<file path="src/rtl/johnson_pkg.sv">
// Shared definitions for the 4-bit Johnson phase decoder.
//   state_t       : decoder FSM states
//   NUM_PHASES    : phases per revolution of a 4-bit Johnson counter
//   LEGAL_CODES   : Johnson code for each phase, indexed by phase
//   decode_code() : maps a 4-bit code to {valid, phase}
package johnson_pkg;

    typedef enum logic [1:0] {
        ST_ACQUIRE,
        ST_LOCKED,
        ST_FAULT
    } state_t;

    localparam int unsigned NUM_PHASES = 8;

    localparam logic [3:0] LEGAL_CODES [NUM_PHASES] = '{
        4'b0000, 4'b0001, 4'b0011, 4'b0111,
        4'b1111, 4'b1110, 4'b1100, 4'b1000
    };

    typedef struct packed {
        logic       valid;
        logic [2:0] phase;
    } code_info_t;

    function automatic code_info_t decode_code(input logic [3:0] code);
        code_info_t info;
        info = '0;
        for (int unsigned k = 0; k < NUM_PHASES; k++) begin
            if (code == LEGAL_CODES[k]) begin
                info.valid = 1'b1;
                info.phase = 3'(k);
            end
        end
        return info;
    endfunction

endpackage

</file>
<file path="src/rtl/johnson_code_lookup.sv">
// Combinational Johnson code classifier.
//   code  : 4-bit code from the upstream Johnson counter
//   valid : high when code is one of the 8 legal Johnson codes
//   phase : phase index 0..7 of a legal code (0 when illegal)
module johnson_code_lookup
    import johnson_pkg::*;
(
    input  logic [3:0] code,
    output logic       valid,
    output logic [2:0] phase
);

    code_info_t info;

    always_comb begin
        info  = decode_code(code);
        valid = info.valid;
        phase = info.phase;
    end

endmodule

</file>
<file path="src/rtl/johnson4_phase_decoder.sv">
// Johnson-counter phase decoder with lock tracking.
//   CLK    : clock, rising edge
//   RESET  : synchronous active-high reset, highest priority
//   I      : 4-bit Johnson code, sampled every cycle
//   O      : registered one-hot phase strobe, zero unless locked
//   PHASE  : registered phase index, holds last locked value
//   LOCKED : high while in the locked state
//   WRAP   : one-cycle pulse on a phase 7 -> 0 step
//   REVS   : revolution counter, wraps
//   FAULT  : high while in the fault state
//   ERRS   : saturating count of fault entries / illegal acquire codes
module johnson4_phase_decoder
    import johnson_pkg::*;
#(
    parameter int unsigned CNT_WIDTH  = 8,
    parameter int unsigned ERR_WIDTH  = 4,
    parameter bit          ALLOW_HOLD = 1'b1
) (
    input  logic                 CLK,
    input  logic                 RESET,
    input  logic [3:0]           I,
    output logic [7:0]           O,
    output logic [2:0]           PHASE,
    output logic                 LOCKED,
    output logic                 WRAP,
    output logic [CNT_WIDTH-1:0] REVS,
    output logic                 FAULT,
    output logic [ERR_WIDTH-1:0] ERRS
);

    logic       code_valid;
    logic [2:0] code_phase;

    johnson_code_lookup u_lookup (
        .code  (I),
        .valid (code_valid),
        .phase (code_phase)
    );

    state_t                state_q, state_d;
    logic [2:0]            phase_q, phase_d;
    logic [7:0]            o_q, o_d;
    logic                  wrap_q, wrap_d;
    logic                  locked_q, locked_d;
    logic                  fault_q, fault_d;
    logic [CNT_WIDTH-1:0]  revs_q, revs_d;
    logic [ERR_WIDTH-1:0]  errs_q, errs_d;
    logic [ERR_WIDTH-1:0]  errs_inc;
    logic [2:0]            succ_phase;

    always_comb begin
        errs_inc   = (errs_q == '1) ? errs_q : errs_q + ERR_WIDTH'(1);
        succ_phase = phase_q + 3'd1;

        state_d = state_q;
        phase_d = phase_q;
        o_d     = o_q;
        wrap_d  = 1'b0;
        revs_d  = revs_q;
        errs_d  = errs_q;

        case (state_q)
            ST_ACQUIRE: begin
                if (code_valid) begin
                    state_d = ST_LOCKED;
                    phase_d = code_phase;
                    o_d     = 8'b1 << code_phase;
                end else begin
                    errs_d = errs_inc;
                end
            end
            ST_LOCKED: begin
                if (code_valid && code_phase == succ_phase) begin
                    phase_d = succ_phase;
                    o_d     = 8'b1 << succ_phase;
                    if (phase_q == 3'd7) begin
                        wrap_d = 1'b1;
                        revs_d = revs_q + CNT_WIDTH'(1);
                    end
                end else if (ALLOW_HOLD && code_valid && code_phase == phase_q) begin
                    // upstream clock-enabled hold: nothing moves
                end else begin
                    state_d = ST_FAULT;
                    o_d     = '0;
                    errs_d  = errs_inc;
                end
            end
            ST_FAULT: begin
                if (I == 4'b0000) begin
                    state_d = ST_LOCKED;
                    phase_d = 3'd0;
                    o_d     = 8'b0000_0001;
                end
            end
            default: begin
                state_d = ST_ACQUIRE;
                o_d     = '0;
            end
        endcase

        locked_d = (state_d == ST_LOCKED);
        fault_d  = (state_d == ST_FAULT);
    end

    always_ff @(posedge CLK) begin
        if (RESET) begin
            state_q  <= ST_ACQUIRE;
            phase_q  <= '0;
            o_q      <= '0;
            wrap_q   <= 1'b0;
            locked_q <= 1'b0;
            fault_q  <= 1'b0;
            revs_q   <= '0;
            errs_q   <= '0;
        end else begin
            state_q  <= state_d;
            phase_q  <= phase_d;
            o_q      <= o_d;
            wrap_q   <= wrap_d;
            locked_q <= locked_d;
            fault_q  <= fault_d;
            revs_q   <= revs_d;
            errs_q   <= errs_d;
        end
    end

    assign O      = o_q;
    assign PHASE  = phase_q;
    assign LOCKED = locked_q;
    assign WRAP   = wrap_q;
    assign FAULT  = fault_q;
    assign REVS   = revs_q;
    assign ERRS   = errs_q;

endmodule

</file>
<file path="config.mk">
export PLATFORM = sky130hd
export DESIGN_NAME = johnson4_phase_decoder
export DESIGN_NICKNAME = d
export VERILOG_FILES = /design/src/rtl/johnson_pkg.sv /design/src/rtl/johnson_code_lookup.sv /design/src/rtl/johnson4_phase_decoder.sv
export SDC_FILE = /design/constraint.sdc
export NUM_CORES = 1
export LEC_CHECK = 0
export BUFFER_PORTS_ARGS = -buffer_cell sky130_fd_sc_hd__clkbuf_2
export CAP_MARGIN = 20
export CELL_PAD_IN_SITES_DETAIL_PLACEMENT = 1
export CELL_PAD_IN_SITES_GLOBAL_PLACEMENT = 2
export CORE_MARGIN = 5
export CORE_UTILIZATION = 34
export DETAILED_ROUTE_END_ITERATION = 10
export PLACE_DENSITY_LB_ADDON = 0.3
export SLEW_MARGIN = 20
export SYNTH_ARGS = -nofsm -noshare
export SYNTH_HDL_FRONTEND = slang
export SYNTH_SLANG_ARGS = --single-unit
</file>
<file path="constraint.sdc">
create_clock -name CLK -period 2.9 [get_ports CLK]
set_clock_uncertainty 0.1 [all_clocks]
set_input_delay 0 -clock CLK [delete_from_list [all_inputs] [get_ports CLK]]
set_output_delay 0 -clock CLK [all_outputs]
set_load 0.05 [all_outputs]
</file>
After elaboration in Yosys (flattened, before gate mapping)
Index checks and enable logic that the tools add are counted.
{ "totals": {"ff_bits": 28, "output_inout_bits": 26} }
{ "classes": {"add_sub_neg": 3, "n_eq_ne": 22, "shift": 2, "muxes": 28, "bitwise": 2, "n_reduce_logical": 11} }
{ "op_table": {"columns": ["operator", "count"], "rows": [
  ["4-bit two-way mux", 12],
  ["8-bit two-way mux", 4],
  ["8-bit one-hot mux with 3 select lines", 1],
  ["4-bit == test (second input constant)", 5],
  ["1-bit by 3-bit << shifter with 8-bit output (first input constant)", 2],
  ["2-bit inequality test (second input constant)", 5],
  ["3-bit two-way mux", 3],
  ["3-bit one-hot mux with 3 select lines", 1],
  ["8-bit by 1-bit adder with 8-bit output (second input constant)", 1],
  ["2-bit two-way mux", 4],
  ["4-bit one-hot mux with 2 select lines", 1],
  ["4-bit AND reduction", 2],
  ["3-bit == test", 2],
  ["2-bit one-hot mux with 3 select lines", 1],
  ["3-bit AND reduction", 2],
  ["4-bit by 1-bit adder with 4-bit output (second input constant)", 1],
  ["2-bit by 1-bit == test with 1-bit output (second input constant)", 2],
  ["2-bit == test (second input constant)", 2],
  ["4-bit by 1-bit == test with 1-bit output (second input constant)", 1],
  ["4-bit by 2-bit == test with 1-bit output (second input constant)", 1],
  ["4-bit by 3-bit == test with 1-bit output (second input constant)", 1],
  ["4-bit logical NOT", 1],
  ["3-bit by 1-bit adder with 3-bit output (second input constant)", 1],
  ["3-bit == test (second input constant)", 1],
  ["other kinds (9)", 11]
]} }

Longest topological paths before layout
Gate-level depths: netlist of the first run.
{ "logic_depth": {"word_depth": 15, "depth_mapped": 9, "depth_no_buf": 7} }

By module
Synthesis of the first run repeated with hierarchy kept, for this count alone.
{ "unflattened": {"cells_unflattened": 177, "area_unflattened_um2": 1641.6} }
{ "by_module_without_submodules": {"columns": ["mod", "n_inst", "cells_each", "area_each_um2", "seq_area_each_um2"], "rows": [
  ["johnson4_phase_decoder", 1, 166, 1555.2, 560.5],
  ["johnson_code_lookup", 1, 11, 86.3, 0.0]
]} }

Least setup slack after synthesis of the first run
No wires, ideal clock.
{ "synth_timing": {"path_kind": "reg2reg", "from": "register phase_q[0] (netlist: PHASE[0])", "to": "register revs_q[7] (netlist: REVS[7])", "setup_ns": 0.132, "t_arrival_ns": 2.510, "slack_ns": 0.158, "path_stages_with_launch": 10, "n_path_buf": 2, "cell_sequence": "dfxtp_1 ha_1 ha_1 nand4bb_1 o311ai_2 o211ai_2 buf_6 buf_2 o41ai_1 a21oi_1"} }
{ "synth_via": {"elab_chain_cells": 4} }
{ "synth_lines": {"columns": ["item", "line_no", "rtl"], "rows": [
  ["start: declaration", "johnson4_phase_decoder.sv:41", "logic [2:0] phase_q, phase_d;"],
  ["start signal: assignment", "johnson4_phase_decoder.sv:117", "phase_q <= phase_d;"],
  ["3-bit by 1-bit adder with 3-bit output", "johnson4_phase_decoder.sv:53", "succ_phase = phase_q + 3'd1;"],
  ["3-bit == test", "johnson4_phase_decoder.sv:73", "if (code_valid && code_phase == succ_phase) begin"],
  ["1-bit logical AND", "johnson4_phase_decoder.sv:73", null],
  ["3-bit AND reduction (no line) (*)", null, null],
  ["end signal: assignment", "johnson4_phase_decoder.sv:122", "revs_q <= revs_d;"],
  ["end: declaration", "johnson4_phase_decoder.sv:46", "logic [CNT_WIDTH-1:0] revs_q, revs_d;"]
]} }
Mark *: on every way between the ends. The rest lies on a longest branch, timed or not.
A chain may end at the register's enable or synchronous reset.

Worst setup path in the final report of the first run
{ "layout_timing": {"from": "register phase_q[0] (netlist: PHASE[0])", "to": "register revs_q[5] (netlist: REVS[5])"} }
Same word-level chain as after synthesis.

==> results of run 1 <==
[cell type report]
| class | instances | area, sq um | area share (%) |
|---|---|---|---|
| multi-input cells | 187 | 1380 | 57.9 |
| well taps | 75 | 93.8 | 3.94 |
| clock buffers | 3 | 41.3 | 1.73 |
| clock inverters | 1 | 30.0 | 1.26 |
| inverters | 10 | 37.5 | 1.58 |
| flip-flops and latches | 28 | 561 | 23.5 |
| repair buffers | 42 | 240 | 10.1 |
[registers in the layout, summed over array words and instances, names as in the netlist]
name and cells:
ERRS 4, REVS 8, O 8, WRAP 1, LOCKED 1, FAULT 1
state_q 2, PHASE 3
[worst register-to-register path, cell delays in order (launching register included)]
cell,delay [ns]
dfxtp_1,0.33
ha_1,0.20
ha_1,0.39
inv_1,0.12
o311ai_2,0.41
o211ai_4,0.30
or4_1,0.58
a21oi_1,0.15
[power by group]
part	switching, mW	internal (mW)	total [mW]	leakage (nW)
combinational	0.545	0.263	0.808	0.653
sequential	0.0619	0.436	0.498	0.228
clock	0.134	0.185	0.319	0.0357
[metrics by stage]
stage | util [%] | hold WS, ns | instance area (sq um)
after CTS | 40.0 | 0.197 | 2370
after global placement | 38.6 | 0.306 | 2290
after floorplan | - | 0.102 | 2060
after detailed placement | 38.6 | 0.301 | 2290
final | 40.2 | 0.202 | 2380
after global routing | 40.2 | 0.250 | 2380
[path summary, 6_finish.rpt]
| path | start | endpoint | cells after the start |
|---|---|---|---|
| worst max-delay path | PHASE[0] | REVS[5] | 7 |
| worst min-delay path | I[0] | PHASE[0] | 5 |
| worst max register to register | PHASE[0] | REVS[5] | 7 |
| worst min register to register | O[2] | O[2] | 1 |
[cells by family (layout without fill, tap and decap cells)]
family / Yosys count / count (layout) / synth area share (%)
fa+ha+maj: 12 / 12 / 7.28
compound gates: 70 / 70 / 26.3
buf+inv: 27 / 56 / 6.67
xor+xnor: 2 / 2 / 1.58
flops: 28 / 28 / 27.2
simple gates: 98 / 98 / 28.5
mux: 5 / 5 / 2.49
[placed cells by master (no fill, tap or decap), types with 3 or more instances in the layout]
cell type  count
a211oi_1       3
inv_1         10
and3_1         6
mux2i_1        4
a21oi_1       12
a211o_1        4
nor2_1        15
clkbuf_2      31
o21ai_0        8
ha_1          12
nand4_1        6
nand3b_1       4
o2bb2ai_1      8
or3_1          4
o31ai_1        4
clkbuf_8       3
nand2_1       13
nor3_1         6
nor4_1         3
nand2b_1       6
nand3_1        8
or4_1          5
nor2b_1        7
a31oi_1        3
dfxtp_1       28
buf_4         10
a32oi_1        4
[metal layers]
layer	GRT usage, %	vias to the layer above	routed length (microns)
met5	0	-	0
met4	4.60	0	62
met2	26.4	36	2790
li1	-	986	-
met1	24.1	979	3040
met3	1.79	5	213
[what timing repair did]
item,in CTS,in global routing
endpoints found under the hold margin,1,0
gates resized for setup,0,2
setup endpoints to repair,0,5
hold buffers,1,0
==> impl_metrics.json, run 1 <==
{
  "path_cells": "ha_1 -> ha_1 -> inv_1 -> o311ai_2 -> o211ai_4 -> or4_1 -> a21oi_1",
  "tritoncts": "built",
  "slew_headroom_pct": 54.4,
  "fp.dieArea_sq_um": 7720,
  "numPortBuffers": 31,
  "reg2reg_slack_ns": 0.26,
  "grt_max_degree": 33,
  "worst_pin_slew_ns": 0.679,
  "root_buffer": "clkbuf_8",
  "fin_nets": 290,
  "first_global_vias": 2052,
  "clk_pin_slew_worst_paths_ns": 0.10,
  "p_total_mw": 1.63,
  "ys_types": 65,
  "dpl_worst_slack_ns": 0.174,
  "core_area_sq_um": 5920,
  "hp-class": "primary input to flip-flop",
  "fillers": 729,
  "drv_cap": 0,
  "drtAntennaViolNets": 0,
  "cp.arrival_ns": 2.76,
  "cp-start-kind": "flip-flop",
  "final_cells": 346,
  "yosysTopAreaCell": "dfxtp_1",
  "path_max_fanout": 21,
  "final.setup.worst_slack_ns": 0.264,
  "cp_common_cell": "ha_1",
  "drt-total-wl_mm": 6.11,
  "cts_sinks": 28,
  "vias_per_cell": 5.80,
  "drc": 0,
  "ir_worst_vdd_mv": 0.346,
  "top_level_ports": 32,
  "critPathBufInv": 1,
  "syn_to_final_growth_pct": 15.5,
  "report.final.slew_viol_count": 0,
  "fp.dieH_microns": 87.9,
  "async_reset_ff_share_pct": 0,
  "hpwl_mm": 4.36,
  "synth_seq_area_share_pct": 27.2,
  "drt_iter0_markers": 66,
  "synth_fp_nets": 260,
  "synth_area_leaders": "dfxtp_1 27%, ha_1 7.3%, o2bb2ai_1 3.4%",
  "netlist_instances": 242,
  "status": "complete, no violations",
  "rsz0062_at_grt": "false",
  "rows": 28,
  "clkLatencyLatePin_ns": 0.28,
  "grt_overflow": 0,
  "cts_buffer_depth": 2,
  "p_leak_nw": 0.917,
  "synth.avg_cell_area_sq_um": 8.52,
  "routedWlPerCell_microns": 17.7,
  "synthTopCellsByCount": "28 x dfxtp_1, 15 x nor2_1, 13 x nand2_1",
  "crit_path_end_kind": "flip-flop",
  "setup_violations": 0,
  "cts_buffers": 3,
  "period_minus_slack_ns": 2.64,
  "critPathTopFamily": "compound AO/OA/AOI/OAI gates",
  "place_inst": 341,
  "critical_path_class": "flip-flop to flip-flop",
  "cp.required_ns": 3.02,
  "post_cts_buffers": 0,
  "h-tree-depth": 1,
  "drive_gt1_share_pct": 21.4,
  "grt_pass1_wl_mm": 10.3,
  "synth_edf_count": 0,
  "dieWidth_microns": 87.9,
  "post-route-period-util_pct": 90.9,
  "synth.most_common_cell": "dfxtp_1",
  "hold_viol_final": 0,
  "ys_seq_elements": 28,
  "crit_path_top_delay_cell": "or4_1",
  "netlist_area_sq_um": 2060,
  "yosys_warnings": 0,
  "gp_congestion": 0.802,
  "maxClockFrequency_ghz": 0.379,
  "yosys.area.top_type_share_pct": 27.2,
  "antenna_found_initial": 0,
  "antennaDiodeCount": 0,
  "start_util_pct": 34.8,
  "synth_ff_type": "dfxtp_1",
  "tns_ns": 0,
  "num_vias": 2006,
  "first_pass_iters": 4,
  "power.density_nw_per_um2": 683,
  "critPathMaxStageDelay_ns": 0.57,
  "grt_usage_pct": 16.7
}
(Power assumes the default switching activity.)
==> run 2: changes to the inputs <==
--- a/config.mk
+++ b/config.mk
@@ -13,6 +13,7 @@
 export CORE_UTILIZATION = 34
 export DETAILED_ROUTE_END_ITERATION = 10
 export PLACE_DENSITY_LB_ADDON = 0.3
+export RECOVER_POWER = 100
 export SLEW_MARGIN = 20
 export SYNTH_ARGS = -nofsm -noshare
 export SYNTH_HDL_FRONTEND = slang
==> run 2 against run 1 <==
Against the previous run:
- non-clock buffer count did not move
- largest cell class unchanged
- combinational power fell by 2%
- sequential cell count did not move
- power fell by 1.1%
==> impl_metrics.json, run 2 (synthesis gave the netlist of run 1 again) <==
{
  "hpwl_mm": 4.36,
  "drt-total-wl_mm": 6.17,
  "ir_worst_vdd_mv": 0.339,
  "p_seq_share_pct": 31.0,
  "tns_ns": 0,
  "syn_to_final_growth_pct": 13.4,
  "report.final.slew_viol_count": 0,
  "reg2reg_slack_ns": 0.23,
  "drtAntennaViolNets": 0,
  "dieWidth_microns": 87.9,
  "cp.required_ns": 3.02,
  "final_cell_mix": "28 x dfxtp_1, 26 x clkbuf_1, 15 x nor2_1, 13 x nand2_1",
  "h-tree-depth": 1,
  "routedWlPerCell_microns": 17.8,
  "top_level_ports": 32,
  "power_switching_uw": 738,
  "cp_common_cell": "ha_1",
  "status": "complete, no violations",
  "first_pass_iters": 4,
  "drv_cap": 0,
  "crit_path_end_kind": "flip-flop",
  "grt_pass1_wl_mm": 10.3,
  "antennaDiodeCount": 0,
  "drc": 0,
  "grt_max_degree": 33,
  "period_minus_slack_ns": 2.67,
  "crit_path_top_delay_cell": "a211oi_1",
  "first_global_vias": 2052,
  "rsz0062_at_grt": "false",
  "swShare_pct": 45.9,
  "hp-class": "primary input to flip-flop",
  "critical_path_class": "flip-flop to flip-flop",
  "drt_iter0_markers": 82,
  "r2r_end": "PHASE[1]",
  "gp_congestion": 0.802,
  "post-route-util_pct": 39.5,
  "drive_gt1_share_pct": 11.1,
  "holdPathEnd": "PHASE[0]",
  "path_max_fanout": 21,
  "final_common_cell": "dfxtp_1",
  "rows": 28,
  "cts_buffer_depth": 2,
  "holdPathStages": 5,
  "cp-start-kind": "flip-flop",
  "final_cells": 346,
  "clkLatencyLatePin_ns": 0.28,
  "multi_input_area_sq_um": 1370,
  "clk_pin_slew_worst_paths_ns": 0.11,
  "reg2reg_depth": 7,
  "slew_headroom_pct": 54.8,
  "ff_latch_area_sq_um": 561,
  "maxClockFrequency_ghz": 0.374,
  "cts_buffers": 3,
  "grt_usage_pct": 16.7,
  "cts_sinks": 28,
  "fp.dieH_microns": 87.9,
  "cp.arrival_ns": 2.79,
  "root_buffer": "clkbuf_8",
  "path_cells": "ha_1 -> ha_1 -> inv_1 -> o311ai_2 -> o211ai_4 -> a211oi_1 -> mux2i_1",
  "hold_viol_final": 0,
  "post-route-period-util_pct": 92.2,
  "start_util_pct": 34.8,
  "vias_per_cell": 5.88,
  "numPortBuffers": 31,
  "p_total_mw": 1.61,
  "fin_nets": 290,
  "worst_pin_slew_ns": 0.673,
  "grt_overflow": 0,
  "intPower_uw": 869,
  "fillers": 738,
  "timing.hold.ws_ns": 0.205,
  "p_leak_nw": 0.825,
  "setup_violations": 0,
  "critPathMaxStageDelay_ns": 0.53,
  "r2r_start": "PHASE[0]",
  "fp.dieArea_sq_um": 7720,
  "combPwrFrac_pct": 49.1,
  "power.density_nw_per_um2": 687,
  "antenna_found_initial": 0,
  "critPathBufInv": 1,
  "num_vias": 2034,
  "critPathTopFamily": "compound AO/OA/AOI/OAI gates",
  "clockPowerShare_pct": 19.9,
  "core_area_sq_um": 5920,
  "tritoncts": "built",
  "place_inst": 341,
  "hold_start": "I[0]"
}
-- run 2: final cells by class --
cell class                      instances  share of cell area (%)
Inverter                               10                    1.61
Clock buffer                            3                    1.77
Multi-Input combinational cell        187                    58.5
Timing Repair Buffer                   42                    8.88
Tap cell                               75                    4.01
Clock inverter                          1                    1.28
Sequential cell                        28                    24.0
-- run 2: power groups by stage --
stage	registers (mW)	logic, mW	clock network, mW
global placement	0.503	0.789	0
CTS	0.497	0.799	0.334
detailed placement	0.507	0.791	0
floorplan	0.654	0.437	0
finish	0.498	0.790	0.320
global route	0.508	0.865	0.351
-- run 2: repair_timing --
action / in CTS / in global routing
hold buffers: 1 / 0
setup endpoints to repair: 0 / 5
buffers inserted: 0 / 0
resized for setup: 0 / 2
hold endpoints to repair: 1 / 0
-- run 2: layer usage --
layer	vias up	share of wire (%)	wire length [microns]	GRT usage [%]
li1	986	-	-	-
met1	1010	50	3110	24.1
met2	34	45	2780	26.4
met3	4	3.6	224	1.79
met4	0	0.83	51	4.60
met5	-	0	0	0
-- run 2: worst max path at each step --
| stage | start | end | cells after the start |
|---|---|---|---|
| 6_report | PHASE[0] | PHASE[1] | 7 |
| 5_1_grt | PHASE[0] | PHASE[0] | 7 |
| 4_1_cts | PHASE[0] | PHASE[0] | 7 |
| 3_5_place_dp | PHASE[0] | PHASE[1] | 7 |
| 3_3_place_gp | PHASE[0] | REVS[5] | 7 |
| 2_1_floorplan | PHASE[0] | REVS[7] | 9 |
-- run 2: worst min-delay path, delay by kind of cell --
family / cells / cell delay (ns)
buffers and inverters: 1 / 0.15
muxes: 1 / 0.06
and+or+nand+nor: 1 / 0.08
AOI/OAI and AO/OA: 1 / 0.08
xor gates and xnor gates: 1 / 0.17
-- run 2: through the flow --
step	area [sq um]	setup WS [ns]
finish	2340	0.227
global route	2340	0.0535
floorplan	2060	0.158
CTS	2370	0.115
global placement	2290	0.281
detailed placement	2290	0.174
